<file path="src/rtl/tiny_alu_pkg.sv">
// Shared opcode encoding and scheduler types for the tiny_alu family.
package tiny_alu_pkg;

  localparam int unsigned OPCODE_BITS = 3;

  localparam logic [OPCODE_BITS-1:0] NOP_OP = 3'd0;
  localparam logic [OPCODE_BITS-1:0] ADD_OP = 3'd1;
  localparam logic [OPCODE_BITS-1:0] AND_OP = 3'd2;
  localparam logic [OPCODE_BITS-1:0] XOR_OP = 3'd3;
  localparam logic [OPCODE_BITS-1:0] MUL_OP = 3'd4;

  localparam int unsigned DEFAULT_NUM_REQ = 4;

  typedef enum logic [1:0] {
    IDLE,
    ISSUE,
    WAIT,
    RESP
  } tiny_alu_sched_state_t;

endpackage

</file>
<file path="src/rtl/tiny_alu_rr_arb.sv">
// Combinational round-robin pick: first asserted request at or after the pointer.
module tiny_alu_rr_arb #(
  parameter int unsigned NUM_REQ = 4,
  localparam int unsigned ID_W = (NUM_REQ > 1) ? $clog2(NUM_REQ) : 1
) (
  input  logic [NUM_REQ-1:0] i_req,
  input  logic [ID_W-1:0]    i_ptr,
  output logic [NUM_REQ-1:0] o_grant,
  output logic [ID_W-1:0]    o_id
);

  logic        w_found;
  int unsigned w_idx;

  always_comb begin
    o_grant = '0;
    o_id    = '0;
    w_found = 1'b0;
    w_idx   = 0;
    for (int unsigned i = 0; i < NUM_REQ; i++) begin
      w_idx = (32'(i_ptr) + i) % NUM_REQ;
      if (!w_found && i_req[ID_W'(w_idx)]) begin
        w_found = 1'b1;
        o_id    = ID_W'(w_idx);
        o_grant = NUM_REQ'(1) << ID_W'(w_idx);
      end
    end
  end

endmodule

</file>
<file path="src/rtl/tiny_alu_scheduler.sv">
// Shares one tiny_alu between NUM_REQ requesters: round-robin accept, issue,
// wait for done (or time out) and return the response to the originator.
module tiny_alu_scheduler
  import tiny_alu_pkg::*;
#(
  parameter int unsigned NUM_REQ         = DEFAULT_NUM_REQ,
  parameter int unsigned INPUT_DATA_BITS = 8,
  parameter int unsigned TIMEOUT_CYCLES  = 4
) (
  input  logic                           clk_i,
  input  logic                           reset_i,
  input  logic [NUM_REQ-1:0]             req_valid_i,
  output logic [NUM_REQ-1:0]             req_ready_o,
  input  logic [NUM_REQ*OPCODE_BITS-1:0] req_opcode_i,
  input  logic [NUM_REQ*INPUT_DATA_BITS-1:0] req_a_i,
  input  logic [NUM_REQ*INPUT_DATA_BITS-1:0] req_b_i,
  output logic [NUM_REQ-1:0]             rsp_valid_o,
  input  logic [NUM_REQ-1:0]             rsp_ready_i,
  output logic [2*INPUT_DATA_BITS-1:0]   rsp_result_o,
  output logic                           rsp_err_o,
  output logic                           alu_start_o,
  output logic [OPCODE_BITS-1:0]         alu_opcode_o,
  output logic [INPUT_DATA_BITS-1:0]     alu_a_o,
  output logic [INPUT_DATA_BITS-1:0]     alu_b_o,
  input  logic [2*INPUT_DATA_BITS-1:0]   alu_result_i,
  input  logic                           alu_done_i
);

  localparam int unsigned ID_W  = (NUM_REQ > 1) ? $clog2(NUM_REQ) : 1;
  localparam int unsigned RES_W = 2 * INPUT_DATA_BITS;
  localparam int unsigned TMR_W = $clog2(TIMEOUT_CYCLES);

  tiny_alu_sched_state_t r_state;
  logic [ID_W-1:0]            r_ptr;
  logic [ID_W-1:0]            r_id;
  logic [OPCODE_BITS-1:0]     r_opcode;
  logic [INPUT_DATA_BITS-1:0] r_a;
  logic [INPUT_DATA_BITS-1:0] r_b;
  logic [TMR_W-1:0]           r_timer;
  logic                       r_alu_start;
  logic [NUM_REQ-1:0]         r_rsp_valid;
  logic [RES_W-1:0]           r_result;
  logic                       r_err;

  logic [NUM_REQ-1:0]         w_grant;
  logic [ID_W-1:0]            w_grant_id;
  logic [OPCODE_BITS-1:0]     w_sel_op;
  logic [INPUT_DATA_BITS-1:0] w_sel_a;
  logic [INPUT_DATA_BITS-1:0] w_sel_b;
  logic                       w_idle;
  logic [ID_W-1:0]            w_ptr_next;

  tiny_alu_rr_arb #(
    .NUM_REQ (NUM_REQ)
  ) u_arb (
    .i_req   (req_valid_i),
    .i_ptr   (r_ptr),
    .o_grant (w_grant),
    .o_id    (w_grant_id)
  );

  // Payload mux for the winning requester.
  always_comb begin
    w_sel_op = '0;
    w_sel_a  = '0;
    w_sel_b  = '0;
    for (int k = 0; k < int'(NUM_REQ); k++) begin
      if (w_grant[k]) begin
        w_sel_op = req_opcode_i[k*OPCODE_BITS +: OPCODE_BITS];
        w_sel_a  = req_a_i[k*INPUT_DATA_BITS +: INPUT_DATA_BITS];
        w_sel_b  = req_b_i[k*INPUT_DATA_BITS +: INPUT_DATA_BITS];
      end
    end
  end

  assign w_idle      = (r_state == IDLE) && !reset_i;
  assign req_ready_o = w_idle ? w_grant : '0;
  assign w_ptr_next  = (r_id == ID_W'(NUM_REQ - 1)) ? '0 : r_id + ID_W'(1);

  always_ff @(posedge clk_i) begin
    if (reset_i) begin
      r_state     <= IDLE;
      r_ptr       <= '0;
      r_id        <= '0;
      r_opcode    <= '0;
      r_a         <= '0;
      r_b         <= '0;
      r_timer     <= '0;
      r_alu_start <= 1'b0;
      r_rsp_valid <= '0;
      r_result    <= '0;
      r_err       <= 1'b0;
    end else begin
      case (r_state)
        IDLE: begin
          if (|w_grant) begin
            r_id        <= w_grant_id;
            r_opcode    <= w_sel_op;
            r_a         <= w_sel_a;
            r_b         <= w_sel_b;
            r_alu_start <= 1'b1;
            r_state     <= ISSUE;
          end
        end
        ISSUE: begin
          r_alu_start <= 1'b0;
          r_timer     <= '0;
          r_state     <= WAIT;
        end
        WAIT: begin
          // Done wins over a timeout landing in the same cycle.
          if (alu_done_i) begin
            r_result    <= alu_result_i;
            r_err       <= 1'b0;
            r_rsp_valid <= NUM_REQ'(1) << r_id;
            r_state     <= RESP;
          end else if (r_timer == TMR_W'(TIMEOUT_CYCLES - 1)) begin
            r_result    <= '0;
            r_err       <= 1'b1;
            r_rsp_valid <= NUM_REQ'(1) << r_id;
            r_state     <= RESP;
          end else begin
            r_timer <= r_timer + TMR_W'(1);
          end
        end
        RESP: begin
          if (rsp_ready_i[r_id]) begin
            r_rsp_valid <= '0;
            r_ptr       <= w_ptr_next;
            r_state     <= IDLE;
          end
        end
        default: r_state <= IDLE;
      endcase
    end
  end

  assign rsp_valid_o  = r_rsp_valid;
  assign rsp_result_o = r_result;
  assign rsp_err_o    = r_err;
  assign alu_start_o  = r_alu_start;
  assign alu_opcode_o = r_opcode;
  assign alu_a_o      = r_a;
  assign alu_b_o      = r_b;

endmodule

</file>
<file path="config.mk">
export PLATFORM = sky130hd
export DESIGN_NAME = tiny_alu_scheduler
export DESIGN_NICKNAME = d
export VERILOG_FILES = /design/src/rtl/tiny_alu_pkg.sv /design/src/rtl/tiny_alu_rr_arb.sv /design/src/rtl/tiny_alu_scheduler.sv
export SDC_FILE = /design/constraint.sdc
export NUM_CORES = 1
export LEC_CHECK = 0
export CAP_MARGIN = 5
export CORE_UTILIZATION = 36
export DETAILED_ROUTE_END_ITERATION = 6
export PLACE_DENSITY = 0.7
export SYNTH_ARGS = -nofsm -noshare
export SYNTH_HDL_FRONTEND = slang
export SYNTH_SLANG_ARGS = --single-unit
</file>
<file path="constraint.sdc">
create_clock -name clk_i -period 4.2 [get_ports clk_i]
set_input_delay 0.63 -clock clk_i [delete_from_list [all_inputs] [get_ports clk_i]]
set_output_delay 0.63 -clock clk_i [all_outputs]
set_load 0.05 [all_outputs]
</file>
## After elaboration in Yosys (flattened, before gate mapping)

Index checks and enable logic that the tools add are counted.

| storage, ports and cells | value |
|---|---|
| bits in registers | 49 |
| output and inout bits | 45 |
| logic and storage cells | 110 |
| input port bits | 103 |

| operators by class | value |
|---|---|
| $lt $le $gt $ge | 5 |
| reduce and logical (&&, ||, !) cells | 21 |
| muxes and demuxes | 53 |
| add/subtract/negate cells | 5 |
| equality and inequality tests | 10 |
| shifts and indexed selects | 5 |

Operators with widths:

| operator | count |
|---|---|
| 2-to-1 mux 8 bit | 8 |
| 2-to-1 mux 16 bit | 2 |
| 2-to-1 mux 4 bit | 8 |
| 2-to-1 mux 2 bit | 11 |
| << shifter 1 x 2 -> 4 bit (first input constant) | 5 |
| < comparator 2 x 3 -> 1 bit (second input constant) | 5 |
| 2-to-1 mux 3 bit | 4 |
| 2-to-1 mux 1 bit | 11 |
| binary-select mux 1 bit (select 2 bit) | 5 |
| AND reduction 3 bit | 3 |
| equality test 2 bit (second input constant) | 4 |
| case mux 2 bit (4 select lines) | 1 |
| case mux 4 bit (2 select lines) | 1 |
| AND reduction 2 bit | 4 |
| nonzero test 2 bit | 4 |
| adder 2 x 1 -> 2 bit (second input constant) | 3 |
| inequality test 2 bit (second input constant) | 3 |
| adder 2 bit (second input constant) | 2 |
| logical AND 1 bit | 4 |
| logical NOT 1 bit | 4 |
| case mux 2 bit (2 select lines) | 1 |
| OR reduction 4 bit | 1 |
| inequality test 3 bit (second input constant) | 1 |
| equality test 2 x 1 -> 1 bit (second input constant) | 1 |
| other kinds (3) | 3 |

## Depth between registers and ports, before layout

Gate-level depths: netlist of the first run.

| logic depth | value |
|---|---|
| word-level depth | 16 |
| gate-level depth with buffers | 13 |
| gate-level depth less buffers | 8 |

## Hierarchy

Synthesis of the first run repeated with hierarchy kept, for this count alone.

| unflattened totals | value |
|---|---|
| cells, all modules | 348 |
| area, all modules | 2,940.3 um^2 |

By module, submodules not included:

| module | area an instance (um^2) | instances | seq. area each (um^2) | cells each |
|---|---|---|---|---|
| tiny_alu_scheduler | 2,417.3 | 1 | 980.9 | 279 |
| tiny_alu_rr_arb | 523.0 | 1 | 0.0 | 69 |

## Least setup slack after synthesis of the first run

No wires, ideal clock.

| timing | value |
|---|---|
| kind | register to output |
| start point | reg r_ptr[1] |
| end point | out req_ready_o[2] |
| buffers on the path | 3 |
| slack | 0.670 ns |
| data arrival time | 2.900 ns |
| cell stages (with the launch flop) | 10 |
| data required time | 3.570 ns |
| cells stage by stage | dfxtp_1 buf_2 inv_1 ha_1 buf_6 mux4_2 nor3_4 a22oi_2 clkbuf_1 nor2_1 |

| on the way | value |
|---|---|
| cells in the longest elaborated chain, start to end | 13 |
| elaborated cells between the ends (all ways) | 29 |
| classes of those cells | 3 x add/sub; 4 x shift; 16 x mux; 6 x reduce/logical |

Ends and longest elaborated chain:

| what | RTL line | RTL |
|---|---|---|
| start, declared | tiny_alu_scheduler.sv:34 | `logic [ID_W-1:0] r_ptr;` |
| start signal, assigned | tiny_alu_scheduler.sv:129 | `r_ptr <= w_ptr_next;` |
| branches (longest 11 deep; another with adder 2 x 1 -> 2 bit) | - |  |
| 2-to-1 mux 4 bit (*) | tiny_alu_rr_arb.sv:22 | `if (!w_found && i_req[ID_W'(w_idx)]) begin` |
| 2-to-1 mux 4 bit (*) | tiny_alu_scheduler.sv:77 | `assign req_ready_o = w_idle ? w_grant : '0;` |
| end, declared | tiny_alu_scheduler.sv:13 | `output logic [NUM_REQ-1:0] req_ready_o,` |

Every way passes the cells marked *. The select of a mux whose other input is x is not followed.

## Worst setup path after layout of the first run

| timing | value |
|---|---|
| start point | reg r_ptr[1] |
| end point | out req_ready_o[3] |

The elaborated chain is that of the path after synthesis.

==> results of run 1 <==
[flip-flops by register name, summed over array words and instances, names as in the netlist]
register,flops
alu_a_o,8
alu_b_o,8
alu_opcode_o,3
alu_start_o,1
r_id,2
r_ptr,2
r_state,2
r_timer,2
rsp_err_o,1
rsp_result_o,16
rsp_valid_o,4
[final cells by class]
type	instances	area, um^2	share of cell area
inverter	31	116	0.0224
sequential	49	981	0.189
clock buffer	5	68.8	0.0133
clock inverter	2	38.8	0.00748
timing repair buffer	162	1620	0.313
multi-input combinational	296	2200	0.423
tap	129	161	0.0311
[cell usage in the layout (no fill, tap or decap), drive strengths merged, types with 2 or more instances in the layout]
| cell type | n |
|---|---|
| clkdlybuf4s50 | 143 |
| dfxtp | 49 |
| nor2 | 48 |
| inv | 32 |
| nand2 | 27 |
| a32oi | 21 |
| o31ai | 21 |
| a21boi | 19 |
| a2111oi | 19 |
| o32ai | 19 |
| a22oi | 19 |
| buf | 19 |
| ha | 14 |
| mux2i | 11 |
| nor2b | 8 |
| nand2b | 7 |
| a21oi | 6 |
| mux4 | 5 |
| nand3 | 5 |
| clkbuf | 5 |
| o22ai | 4 |
| nor3b | 4 |
| o21ai | 4 |
| a211o | 3 |
| nor3 | 3 |
| a32o | 2 |
| a22o | 2 |
| nor4 | 2 |
| a311o | 2 |
| a311oi | 2 |
| a211oi | 2 |
| a31o | 2 |
| a221oi | 2 |
[worst paths after layout]
check                  start             end  slack (ps)  cells after the start
setup / recovery    r_ptr[1]  req_ready_o[3]         250                      8
hold / removal    alu_a_o[0]      alu_a_o[0]         490                      2
setup reg to reg    r_ptr[1]      alu_a_o[6]         370                      8
hold reg to reg   alu_a_o[0]      alu_a_o[0]         490                      2
[cells by family after synthesis]
family,Yosys count
compound gates,155
buf+inv,70
simple gates,110
mux,17
flops,49
fa+ha+maj,14
[per-stage QoR]
stage          setup slack, ps  utilization  cells  instance area [um^2]
6_report                   246        0.556    674                  5190
5_1_grt                   15.3        0.556    674                  5190
4_1_cts                    310        0.556    674                  5180
3_5_place_dp               377        0.544    667                  5070
3_3_place_gp               536        0.544    667                  5070
2_1_floorplan              670            -    415                  3490
[power by group]
part	switching (mW)	internal (mW)	total (mW)
clock	0.167	0.177	0.344
combinational	0.986	0.610	1.60
sequential	0.0875	0.591	0.679
total	1.24	1.38	2.62
[critical path: stages (launching register included)]
cell,delay (ps)
dfxtp_1,600
inv_1,150
ha_1,510
mux2i_1,470
o22ai_1,140
a211o_1,320
a22oi_1,450
nor2_1,190
buf_12,200
[metal layers]
layer  track usage  up-vias
li1              -     1851
met1         0.288     1831
met2         0.399      176
met3        0.0550       20
met4        0.0747        0
met5             0        -
==> out/qor.txt, run 1 <==
Outcome: completed
Min Hold Slack: 485 ps
Number of synthesized flops with an enable pin: 0
RSZ-0062 raised after global routing: no
Area grow syn2layout: 48.7%
DR top layer: met4
Post-Synthesis Cells: 415
Post-synth top area share: 0.281
Initial Util: 0.374
Clk sinks: 49
HPWL after DPL: 8740 um
Vias per cell: 5.75
Leak: 1.89 nW
Final period util: 0.942
Setup TNS: 0 ps
Crit-path max FO: 12
Asr flop ratio synth: 0
Remaining Overflow, GRT: 0
Syn nets: 532
Commonest cells in the netlist: dfxtp_1 (49), nor2_1 (48), inv_1 (31)
I/O pin total: 148
Post-synthesis compound-gate area fraction: 0.360
CTS tree: built
Post-synthesis sequential area ratio: 0.281
TritonCTS buffer count: 5
CTS clock-pin slew for the worst setup and hold paths: 100 ps
Pin count of the biggest net entering global routing: 33
CTS Hold Bufs: 0
Critical Path End Type: output pin
Seq cells post-synth: 49
Max Clock Skew: 12.8 ps
DRT Pass-1 Iters: 4
Met3 wire length: 976 um
Number of port buffers: 147
Top-count cell post-synth: dfxtp_1
Power Density: 505 nW/um^2
Antenna violations before repair: 0
Peak VDD IR: 0.000261 V
Largest family of logic cells by synthesized area: compound AO/OA/AOI/OAI gates
Longest Clk Path Bufs: 2
Peak Freq: 253 MHz
Vias in the first global route: 3966
Slew Limit Fails: 0
Layout cells sized above 1: 0.0752
WP data required: 3570 ps
Clk_lat worst skew: 300 ps
Pwr Total: 2.62 mW
Die span in x: 100 um
Initial DRC count: 206
CP Data Arrival Time: 3320 ps
Number of cell rows: 35
Synthesized area: 3490 um^2
Yosys cell types: 55
Mux cell area share after synthesis: 0.0671
Metal-1 WL: 5030 um
Die ar.: 10100 um^2
Fin. Hold Viols: 0
Minimum clock period: 3950 ps
Setup repair bufs after CTS: 0
Simple-gate portion of the synthesized area: 0.151
Least-Margin Pin Slew: 1050 ps
Synth area leader: dfxtp_1
CTS HTree Levels: 2
Syn avg cell area: 8.41 um^2
Max-cap viol count: 0
CP startpoint kind: flip-flop
Synth Area in Adders: 0.0502
First-pass GRT wire length: 19000 um
Die height: 100 um
Worst Hold Class: flip-flop to flip-flop
Resize count post-CTS: 0
# DRC: 0
Core region area: 9330 um^2
Fin nets: 662
Inserted Diodes: 0
Finish-stage setup viols: 0
Synth top area cells: dfxtp_1 (28%), a32oi_1 (5.3%), nor2_1 (5.2%), ha_1 (5.0%), a2111oi_0 (4.8%)
Per-cell routed wire length: 17.6 um
Main synth FF type: dfxtp_1
Post-DRT Antenna Nets: 0
Slew headroom: 0.301
Met2 WL: 5610 um
GPL Wtd Cong: 0.946
XOR/XNOR Fraction of Synth Area: 0
Routed vias: 3878
Root Driver: clkbuf_8
Routed WL: 11900 um
Fill cells: 849
Overall routing resource usage: 0.233
Yosys warnings: 0
Setup CP Type: flip-flop to output pin
Power figures use the tool's default switching activity.
==> run 2, diff against run 1 <==
--- a/config.mk
+++ b/config.mk
@@ -8,6 +8,7 @@
 export CAP_MARGIN = 5
 export CORE_UTILIZATION = 36
 export DETAILED_ROUTE_END_ITERATION = 6
+export HOLD_SLACK_MARGIN = 0.15
 export PLACE_DENSITY = 0.7
 export SYNTH_ARGS = -nofsm -noshare
 export SYNTH_HDL_FRONTEND = slang
==> results of run 2 <==
Final layout, timing and power as in run 1 (identical DEF).
==> run 3, diff against run 2 <==
==> constraint.sdc (replaced) <==
create_clock -name clk_i -period 3.8 [get_ports clk_i]
set_input_delay 0.57 -clock clk_i [delete_from_list [all_inputs] [get_ports clk_i]]
set_output_delay 0.57 -clock clk_i [all_outputs]
set_load 0.05 [all_outputs]
==> run 3 against run 2 <==
Via count rose by 0.57%. Sequential share of layout area about the same. Sequential power is 10% higher. Critical path type unchanged. Largest power group unchanged. First-iteration DRC count grew 29%. Global-route usage fell by 0.31 points. Die area did not move. Power rose by 8.0%. Clock power down 8.1%. Non-clock buffer count is 3 higher.
==> out/qor.txt, run 3 (synthesized netlist as in run 1, its figures left out) <==
Fin. Hold Viols: 0 (unchanged)
HPWL after DPL: 8440 um (-3.4%)
Longest Clk Path Bufs: 2 (unchanged)
Commonest non-fill, non-tap cells in the layout: clkdlybuf4s50_1 (143), dfxtp_1 (49), nor2_1 (48)
Finish-stage setup viols: 0 (unchanged)
# DRC: 0 (unchanged)
CTS HTree Levels: 2 (unchanged)
Die span in x: 100 um (unchanged)
Slowest CP cell: mux2i_1
Post-DRT Antenna Nets: 0 (unchanged)
Slew headroom: 0.320 (+0.0199)
Clk sinks: 49 (unchanged)
Layout cells sized above 1: 0.0783 (+0.00309)
Metal-1 WL: 5020 um (-0.26%)
Die height: 100 um (unchanged)
Final core utilization: 0.557 (+0.000939)
GPL Wtd Cong: 0.887 (-6.2%)
Area grow syn2layout: 48.9%
First-pass GRT wire length: 18700 um (-1.6%)
Vias in the first global route: 3845 (-3.1%)
CTS clock-pin slew for the worst setup and hold paths: 90 ps (about the same)
Worst r2r src: r_ptr[0]
Pin count of the biggest net entering global routing: 33 (unchanged)
Final period util: 0.929
Vias per cell: 5.75 (about the same)
Non-Filler Instances: 678 (+0.59%)
Antenna violations before repair: 0 (unchanged)
Routed vias: 3900 (+0.57%)
Fin nets: 665 (+0.45%)
Worst Hold Class: flip-flop to flip-flop
Critical path startpoint: r_ptr[0]
Remaining Overflow, GRT: 0 (unchanged)
Met3 wire length: 1030 um (+5.7%)
RSZ-0062 raised after global routing: no
Crit path max-delay family: compound AO/OA/AOI/OAI gates
Leak: 1.90 nW (+0.14%)
Power Density: 544 nW/um^2 (+7.8%)
Outcome: completed
Peak Freq: 283 MHz
Max Clock Skew: 5.05 ps (-7.72 ps)
CP startpoint kind: flip-flop
Clk_lat worst skew: 300 ps (about the same)
Gate power share: 0.623 (+0.013)
Largest register FFs: 16 (unchanged)
DR top layer: met4
Clk pwr share: 0.112 (-0.019)
Inserted Diodes: 0 (unchanged)
Crit-path max FO: 21 (+9)
DRT Pass-1 Iters: 5 (+1)
Sw Share: 0.482 (+0.00862)
Crit path buf inv count: 3 (+1)
Peak VDD IR: 0.000278 V (+6.7%)
Number of cell rows: 35 (unchanged)
Setup TNS: 0 ps (unchanged)
Initial DRC count: 265 (+29%)
CTS Hold Bufs: 0 (unchanged)
Core region area: 9330 um^2 (unchanged)
I/O pin total: 148 (unchanged)
Pwr Total: 2.83 mW (+8.0%)
Initial Util: 0.374 (unchanged)
Least-Margin Pin Slew: 1020 ps (-29.7 ps)
Max-cap viol count: 0 (unchanged)
Post-Place Cells: 670 (+0.45%)
Reg power frac: 0.265 (+0.006)
Overall routing resource usage: 0.230 (-0.00313)
Worst Hold Launch: alu_a_o[6]
Worst-path cell chain: inv_1 > ha_1 > mux2i_1 > nand4bb_1 > a32o_1 > buf_4 > a21oi_1 > buf_12
TritonCTS buffer count: 5 (unchanged)
Fill cells: 841 (-0.94%)
CTS tree: built
WP data required: 3230 ps (-340 ps)
Critical Path End Type: output pin
Root Driver: clkbuf_8
CP Data Arrival Time: 2960 ps (-360 ps)
Met2 WL: 5300 um (-5.4%)
Minimum clock period: 3530 ps
Number of port buffers: 147 (unchanged)
Die ar.: 10100 um^2 (unchanged)
Net Sw Power: 1.36 mW (+10%)
Slew Limit Fails: 0 (unchanged)
Int Power: 1.46 mW (+6.2%)
Per-cell routed wire length: 17.1 um (-3.0%)
Most common cell after layout, fill and taps aside: clkdlybuf4s50_1
Routed WL: 11600 um (-2.4%)
Largest stage delay on the critical path: 570 ps (-30 ps)
Setup CP Type: flip-flop to output pin
-- run 3: cell types whose count changed in the layout (fill, tap and decap cells not counted), sizes merged --
cell / before / now
buf: 19 / 22
clkbuf: 5 / 6
bufinv: 1 / 0
clkinv: 0 / 1
-- run 3: per-stage QoR --
step	worst slack (ps)	hold slack (ps)	instance area [um^2]
global placement	127	460	5100
detailed placement	-79.6	467	5100
global route	66.0	499	5190
finish	269	480	5190
floorplan	330	481	3490
CTS	132	483	5180
-- run 3: cell type report --
class / count / area (um^2) / area share
Multi-Input combinational cell: 296 / 2200 / 0.424
Timing Repair Buffer: 165 / 1650 / 0.317
Sequential cell: 49 / 981 / 0.189
Tap cell: 129 / 161 / 0.0311
Inverter: 31 / 116 / 0.0224
Clock buffer: 6 / 72.6 / 0.0140
Clock inverter: 2 / 13.8 / 0.00265
-- run 3: timing repair --
action | CTS | global route
endpoints found under the setup margin | 0 | 19
hold endpoints to repair | 0 | 0
gates resized for setup | 0 | 1
buffers inserted | 0 | 0
-- run 3: power groups by stage --
stage / clock network [mW] / logic, mW / registers [mW]
after CTS: 0.325 / 1.76 / 0.749
after global placement: 0 / 1.72 / 0.759
final: 0.316 / 1.76 / 0.750
after global routing: 0.346 / 1.89 / 0.768
after detailed placement: 0 / 1.75 / 0.758
after floorplan: 0 / 0.794 / 1.13
-- run 3: worst paths after layout --
| check | slack, ps | to | cells after the start |
|---|---|---|---|
| worst max-delay path | 270 | req_ready_o[1] | 8 |
| worst min-delay path | 480 | alu_a_o[6] | 2 |
| worst max register to register | 370 | alu_a_o[4] | 8 |
| worst min register to register | 480 | alu_a_o[6] | 2 |
-- run 3: layer usage --
metal,global-route usage,vias up
li1,-,1867
met1,0.300,1806
met2,0.386,204
met3,0.0481,23
met4,0.0613,0
met5,0,-
-- run 3: tightest hold or removal path: cells and delay by family, from the launching register on --
| family | cells | cell delay (ps) |
|---|---|---|
| and+or+nand+nor | 1 | 60 |
| AOI/OAI and AO/OA | 1 | 50 |
| DFF | 1 | 330 |
